**config.mk**
```make
export PLATFORM = sky130hd
export DESIGN_NAME = ultrasonic_echo_emulator_flat
export DESIGN_NICKNAME = d
export VERILOG_FILES = /design/src/rtl/ultrasonic_echo_emulator_pkg.sv /design/src/rtl/ultrasonic_echo_emulator_if.sv /design/src/rtl/ultrasonic_echo_emulator_sync_edge_detect.sv /design/src/rtl/ultrasonic_echo_emulator.sv /design/src/flat_wrapper.sv
export SDC_FILE = /design/constraint.sdc
export NUM_CORES = 1
export LEC_CHECK = 0
export ABC_AREA = 0
export BUFFER_PORTS_ARGS = -buffer_cell sky130_fd_sc_hd__buf_2
export CAP_MARGIN = 20
export CORE_AREA = 4 4 78 134
export DETAILED_ROUTE_END_ITERATION = 12
export DIE_AREA = 0 0 82 138
export PLACE_DENSITY = 0.69
export SETUP_SLACK_MARGIN = 0.4
export SLEW_MARGIN = 10
export SYNTH_ARGS = -nofsm -noshare
export SYNTH_HDL_FRONTEND = slang
export SYNTH_SLANG_ARGS = --single-unit
```
**constraint.sdc**
```tcl
create_clock -name clk -period 3.64 [get_ports clk]
set_clock_uncertainty 0.2 [all_clocks]
set_input_delay 0.546 -clock clk [delete_from_list [all_inputs] [get_ports clk]]
set_output_delay 0.546 -clock clk [all_outputs]
set_load 0.02 [all_outputs]
```
**src/rtl/ultrasonic_echo_emulator_pkg.sv**
```systemverilog
// Shared HC-SR04 timing constants (50 MHz clock) and the echo emulator state type.
package ultrasonic_echo_emulator_pkg;

  localparam int TRIG_MIN_CYCLES_DEF     = 500;
  localparam int BURST_CYCLES_DEF        = 10000;
  localparam int ECHO_TIMEOUT_CYCLES_DEF = 1900000;
  localparam int HOLDOFF_CYCLES_DEF      = 500000;
  localparam int CNT_W_DEF               = 22;

  typedef enum logic [2:0] {
    IDLE,
    TRIG_HI,
    BURST,
    ECHO,
    HOLDOFF
  } state_t;

endpackage

```
**src/rtl/ultrasonic_echo_emulator_if.sv**
```systemverilog
// Trigger/echo link between an HC-SR04 initiator (master) and the emulator (slave).
interface ultrasonic_echo_emulator_if #(
  parameter int CNT_W = 22
);
  logic             trig;
  logic [CNT_W-1:0] echo_cycles;
  logic             echo;
  logic             busy;
  logic             trig_rejected;
  logic             trig_ignored;

  modport master (
    output trig, echo_cycles,
    input  echo, busy, trig_rejected, trig_ignored
  );

  modport slave (
    input  trig, echo_cycles,
    output echo, busy, trig_rejected, trig_ignored
  );
endinterface

```
**src/rtl/ultrasonic_echo_emulator_sync_edge_detect.sv**
```systemverilog
// Two-flop synchronizer for the asynchronous trig line with 1-cycle rise/fall pulses.
module ultrasonic_echo_emulator_sync_edge_detect (
  input  logic clk,
  input  logic rst_n,
  input  logic d_i,
  output logic rise_o,
  output logic fall_o
);
  logic meta_q;
  logic sync_q;
  logic prev_q;

  // Synchronizer chain plus one delayed copy for edge detection.
  always_ff @(posedge clk or negedge rst_n) begin
    if (!rst_n) begin
      meta_q <= 1'b0;
      sync_q <= 1'b0;
      prev_q <= 1'b0;
    end else begin
      meta_q <= d_i;
      sync_q <= meta_q;
      prev_q <= sync_q;
    end
  end

  assign rise_o = sync_q & ~prev_q;
  assign fall_o = ~sync_q & prev_q;
endmodule

```
**src/rtl/ultrasonic_echo_emulator.sv**
```systemverilog
// HC-SR04 responder: qualifies a trig pulse, waits the burst time, then drives an echo
// pulse whose width is the programmed distance in clk cycles, followed by a dead time.
//
// state   | meaning
// IDLE    | waiting for a trig rising edge
// TRIG_HI | measuring trig high width (saturates at TRIG_MIN_CYCLES)
// BURST   | emulated 40 kHz burst, trig fall -> echo rise
// ECHO    | echo held high for the latched length
// HOLDOFF | dead time after echo, new trigs flagged as ignored
module ultrasonic_echo_emulator
  import ultrasonic_echo_emulator_pkg::*;
#(
  parameter int TRIG_MIN_CYCLES     = TRIG_MIN_CYCLES_DEF,
  parameter int BURST_CYCLES        = BURST_CYCLES_DEF,
  parameter int ECHO_TIMEOUT_CYCLES = ECHO_TIMEOUT_CYCLES_DEF,
  parameter int HOLDOFF_CYCLES      = HOLDOFF_CYCLES_DEF,
  parameter int CNT_W               = CNT_W_DEF
) (
  input logic                         clk,
  input logic                         rst_n,
  ultrasonic_echo_emulator_if.slave   sns
);
  // BURST entry cycle counts as 0 and the ECHO entry cycle is already the registered
  // echo rise, so the burst ends two counts early to give an exact trig_s-fall->echo delay.
  localparam logic [CNT_W-1:0] TRIG_MIN_C = CNT_W'(TRIG_MIN_CYCLES);
  localparam logic [CNT_W-1:0] BURST_LAST = CNT_W'(BURST_CYCLES - 2);
  localparam logic [CNT_W-1:0] HOLD_LAST  = CNT_W'(HOLDOFF_CYCLES - 1);
  localparam logic [CNT_W-1:0] TIMEOUT_C  = CNT_W'(ECHO_TIMEOUT_CYCLES);

  state_t           state_q, state_d;
  logic [CNT_W-1:0] cnt_q, cnt_d;
  logic [CNT_W-1:0] len_q, len_d;
  logic             echo_q, echo_d;
  logic             rej_q, rej_d;
  logic             ign_q, ign_d;
  logic             trig_rise;
  logic             trig_fall;
  logic [CNT_W-1:0] len_sel;

  ultrasonic_echo_emulator_sync_edge_detect u_sync (
    .clk    (clk),
    .rst_n  (rst_n),
    .d_i    (sns.trig),
    .rise_o (trig_rise),
    .fall_o (trig_fall)
  );

  assign len_sel = ((sns.echo_cycles == '0) || (sns.echo_cycles > TIMEOUT_C))
                   ? TIMEOUT_C : sns.echo_cycles;

  // State, shared counter, latched length and registered outputs.
  always_ff @(posedge clk or negedge rst_n) begin
    if (!rst_n) begin
      state_q <= IDLE;
      cnt_q   <= '0;
      len_q   <= '0;
      echo_q  <= 1'b0;
      rej_q   <= 1'b0;
      ign_q   <= 1'b0;
    end else begin
      state_q <= state_d;
      cnt_q   <= cnt_d;
      len_q   <= len_d;
      echo_q  <= echo_d;
      rej_q   <= rej_d;
      ign_q   <= ign_d;
    end
  end

  // Next-state, counter and pulse decode.
  always_comb begin
    state_d = state_q;
    cnt_d   = cnt_q;
    len_d   = len_q;
    echo_d  = echo_q;
    rej_d   = 1'b0;
    ign_d   = 1'b0;
    unique case (state_q)
      IDLE: begin
        if (trig_rise) begin
          state_d = TRIG_HI;
          cnt_d   = CNT_W'(1);
        end
      end
      TRIG_HI: begin
        if (trig_fall) begin
          cnt_d = '0;
          if (cnt_q >= TRIG_MIN_C) begin
            len_d   = len_sel;
            state_d = BURST;
          end else begin
            rej_d   = 1'b1;
            state_d = IDLE;
          end
        end else if (cnt_q < TRIG_MIN_C) begin
          cnt_d = cnt_q + CNT_W'(1);
        end
      end
      BURST: begin
        if (cnt_q >= BURST_LAST) begin
          state_d = ECHO;
          echo_d  = 1'b1;
          cnt_d   = '0;
        end else begin
          cnt_d = cnt_q + CNT_W'(1);
        end
      end
      ECHO: begin
        if (cnt_q >= len_q - CNT_W'(1)) begin
          state_d = HOLDOFF;
          echo_d  = 1'b0;
          cnt_d   = '0;
        end else begin
          cnt_d = cnt_q + CNT_W'(1);
        end
      end
      HOLDOFF: begin
        if (cnt_q >= HOLD_LAST) begin
          state_d = IDLE;
          cnt_d   = '0;
        end else begin
          cnt_d = cnt_q + CNT_W'(1);
        end
      end
      default: begin
        state_d = IDLE;
        cnt_d   = '0;
        echo_d  = 1'b0;
      end
    endcase
    if (trig_rise && (state_q == BURST || state_q == ECHO || state_q == HOLDOFF)) begin
      ign_d = 1'b1;
    end
  end

  assign sns.echo          = echo_q;
  assign sns.busy          = (state_q != IDLE);
  assign sns.trig_rejected = rej_q;
  assign sns.trig_ignored  = ign_q;
endmodule

```
**src/flat_wrapper.sv**
```systemverilog
// flat-port wrapper written by rule: the top's interface ports become plain ports
module ultrasonic_echo_emulator_flat import ultrasonic_echo_emulator_pkg::*;
#(
  parameter int TRIG_MIN_CYCLES     = TRIG_MIN_CYCLES_DEF,
  parameter int BURST_CYCLES        = BURST_CYCLES_DEF,
  parameter int ECHO_TIMEOUT_CYCLES = ECHO_TIMEOUT_CYCLES_DEF,
  parameter int HOLDOFF_CYCLES      = HOLDOFF_CYCLES_DEF,
  parameter int CNT_W               = CNT_W_DEF
)
  (clk, rst_n, sns_trig, sns_echo_cycles, sns_echo, sns_busy, sns_trig_rejected, sns_trig_ignored);
  ultrasonic_echo_emulator_if #(.CNT_W(CNT_W)) sns_i ();
  input logic clk;
  input logic rst_n;
  input wire logic [$bits(sns_i.trig)-1:0] sns_trig;
  input wire logic [$bits(sns_i.echo_cycles)-1:0] sns_echo_cycles;
  output wire logic [$bits(sns_i.echo)-1:0] sns_echo;
  output wire logic [$bits(sns_i.busy)-1:0] sns_busy;
  output wire logic [$bits(sns_i.trig_rejected)-1:0] sns_trig_rejected;
  output wire logic [$bits(sns_i.trig_ignored)-1:0] sns_trig_ignored;
  assign sns_i.trig = sns_trig;
  assign sns_i.echo_cycles = sns_echo_cycles;
  assign sns_echo = sns_i.echo;
  assign sns_busy = sns_i.busy;
  assign sns_trig_rejected = sns_i.trig_rejected;
  assign sns_trig_ignored = sns_i.trig_ignored;
  ultrasonic_echo_emulator #(.TRIG_MIN_CYCLES(TRIG_MIN_CYCLES), .BURST_CYCLES(BURST_CYCLES), .ECHO_TIMEOUT_CYCLES(ECHO_TIMEOUT_CYCLES), .HOLDOFF_CYCLES(HOLDOFF_CYCLES), .CNT_W(CNT_W)) u_core (.clk(clk), .rst_n(rst_n), .sns(sns_i));
endmodule
```
==> flow_metrics.tcl <==
set metrics [dict create \
    place_hpwl_um 6630 \
    ir_worst_vdd_mv 0.238 \
    drt_wl_total_um 9280 \
    outcome "complete, but fails checks" \
    final_area_um2 4410 \
    cap_violations 0 \
    finalCriticalPeriod_ns 3.91 \
    async_reset_ff_frac 1.00 \
    fill_cells 897 \
    ys_ff_latch 53 \
    netlist_instances 387 \
    synth_edf_count 0 \
    io_pins 29 \
    layout_commonest_cell "dfrtp_1" \
    grt_max_degree 36 \
    start_kind "flop" \
    cts_sinks 53 \
    h-tree-depth 2 \
    yosys.area_share.simple 0.279 \
    die_area_um2 11300 \
    grt_pass1_vias 3156 \
    synth_top_family_by_area "simple AND/OR/NAND/NOR gates" \
    leakage_nw 1.93 \
    drt_first_pass_iters 5 \
    worstPathArrival_ns 3.89 \
    hold_path_class "input pin to asynchronous set/reset pin" \
    synthesis.nets 437 \
    route.detailed.drc 0 \
    wire_per_inst_um 16.7 \
    overflow 0 \
    power-per-cell-area_nw_per_um2 317 \
    setup_ws_ns -0.270 \
    vias 3206 \
    finalSetupViolCount 25 \
    synth_xor_area_frac 0.0550 \
    timing.setup.tns_ns -4.11 \
    ant_nets 0 \
    cts_buffers 5 \
    port_buffers 28 \
    final_cell_mix "dfrtp_1, nor2_1, buf_2" \
    critPathRequiredTime_ns 3.62 \
    grt_pass1_wl_um 14400 \
    finalCritPeriodShare 1.07 \
    grtUsageTotal 0.159 \
    path_max_fanout 3 \
    drv_slew 0 \
    clock_latency_ns 0.29 \
    power_mw 1.40 \
    synth_cell_types 59 \
    gp_congestion 0.865 \
    antenna_found_initial 0 \
    core_um2 9410 \
    ys_seq_area_frac 0.362 \
    rsz0062_at_grt "yes" \
    end_kind "flop" \
    ys.flop_type "dfrtp_1" \
    clock_path_buffers 2 \
    synth_area_um2 3660 \
    critPathKind "flop to flop" \
    max_freq_mhz 256 \
    clk_root_buffer_cell "clkbuf_16" \
    clk_pin_slew_ns 0.07 \
    tightestPinTransition_ns 0.883 \
    antennaDiodeCount 0 \
    start_util 0.389 \
    slew_headroom 0.405 \
    vias_per_cell 5.78 \
    synth_compound_area_frac 0.175 \
    post-route-util 0.469 \
    cts_tree "built" \
    synth_fa_ha_area_frac 0.0854 \
    die_h_um 138 \
    die_x_um 82 \
    ys_warn_count 0 \
    place_area_um2 4010 \
    drive_above_1_share 0.270 \
    num_rows 47 \
    muxShareOfSynthArea 0.0113 \
    drt_iter0_drc 246 \
    syn_to_final_growth_pct 20.5 \
    finalHoldViolations 0 \
    violations "setup timing" \
    avgSynthCellArea_um2 9.46 \
    final_nets 482 \
]
==> routing by layer <==
| metal | GRT usage | vias up | wire (µm) |
|---|---|---|---|
| met2 | 0.301 | 83 | 5310 |
| li1 | - | 1550 | - |
| met5 | 0 | - | 0 |
| met3 | 0.0208 | 27 | 271 |
| met1 | 0.169 | 1546 | 3330 |
| met4 | 0.0604 | 0 | 375 |
==> critical path, cell delays in order, from the launching register on <==
cell and delay [ns]:
dfrtp_1 0.37, or4_4 0.53, or3_4 0.38, nor3_4 0.19, buf_6 0.16, nand2_4 0.05
nor4_4 0.16, xnor2_1 0.10, ha_1 0.31, nand3_2 0.08, o31ai_2 0.25, a31oi_1 0.06
buf_4 0.17, o21a_4 0.23, nor3_4 0.23, mux2_4 0.32
==> flip-flops by register name, summed over array words and instances, names as in the netlist <==
signal                    cells
u_core.cnt_q                 22
u_core.len_q                 22
u_core.sns.echo               1
u_core.sns.trig_ignored       1
u_core.sns.trig_rejected      1
u_core.state_q                3
u_core.u_sync.meta_q          1
u_core.u_sync.prev_q          1
u_core.u_sync.sync_q          1
==> timing repair <==
action	CTS	global route
resized for setup	11	25
pin swaps	0	3
setup endpoints to repair	26	26
buffers inserted	5	4
gates cloned	0	3
hold buffers	0	0
==> power by group <==
group	internal [mW]	switching, mW	total, mW
combinational	0.110	0.153	0.264
sequential	0.604	0.0268	0.630
clock	0.292	0.214	0.505
total	1.01	0.394	1.40
==> worst paths after layout <==
path | startpoint | endpoint | slack [ns] | cells past startpoint
max | u_core.len_q[2] | u_core.state_q[0] | -0.27 | 15
min | rst_n | u_core.cnt_q[15] | 0.15 | 1
max reg2reg | u_core.len_q[2] | u_core.state_q[0] | -0.27 | 15
min reg2reg | u_core.u_sync.meta_q | u_core.u_sync.sync_q | 0.16 | 0
max in group asynchronous | rst_n | u_core.len_q[0] | 2.33 | 2
min in group clk | u_core.u_sync.meta_q | u_core.u_sync.sync_q | 0.16 | 0
==> cell type report <==
cell class	instances	area (µm²)	area share
multi-input cells	314	2430	0.550
flip-flops and latches	53	1330	0.301
repair buffers	49	317	0.0717
clock buffers	7	153	0.0346
well taps	122	153	0.0346
inverters	9	33.8	0.00766
clock inverters	1	5.00	0.00113
==> cells in the mapped netlist, types with 3 or more instances <==
library cell	instances	area, µm²
nand2b_1	5	31.3
buf_6	3	33.8
inv_1	9	33.8
nor3_2	17	170
a21oi_1	14	70.1
ha_1	25	313
nand3_1	16	80.1
dfrtp_1	53	1330
nor4_1	10	62.6
nand2_1	20	75.1
and2_1	4	25.0
clkbuf_1	7	26.3
o22a_1	10	87.6
o21ai_0	27	135
or3_1	4	25.0
xnor2_1	16	140
a22o_1	8	70.1
and3_1	11	68.8
and4_1	4	35.0
or4_1	4	30.0
xor2_1	7	61.3
nand4_1	11	68.8
nor2_1	38	143
a31oi_1	6	37.5
mux2i_1	3	30.0
a21o_1	3	22.5
nor2b_1	5	31.3
nor3_1	8	40.0
==> stage by stage <==
step | hold WS, ns | instances | setup slack, ns
2_1_floorplan | 0.0504 | 387 | 0.0611
3_3_place_gp | 0.136 | 535 | -0.172
3_5_place_dp | 0.154 | 535 | -0.274
4_1_cts | 0.158 | 548 | -0.206
5_1_grt | 0.154 | 555 | -0.378
6_report | 0.150 | 555 | -0.270
==> logic make-up after synthesis <==
kind of cell / after synthesis
flops: 53
buf+inv: 23
fa+ha+maj: 25
compound gates: 90
simple gates: 169
xor+xnor: 23
mux: 4
(Power assumes the default switching activity.)
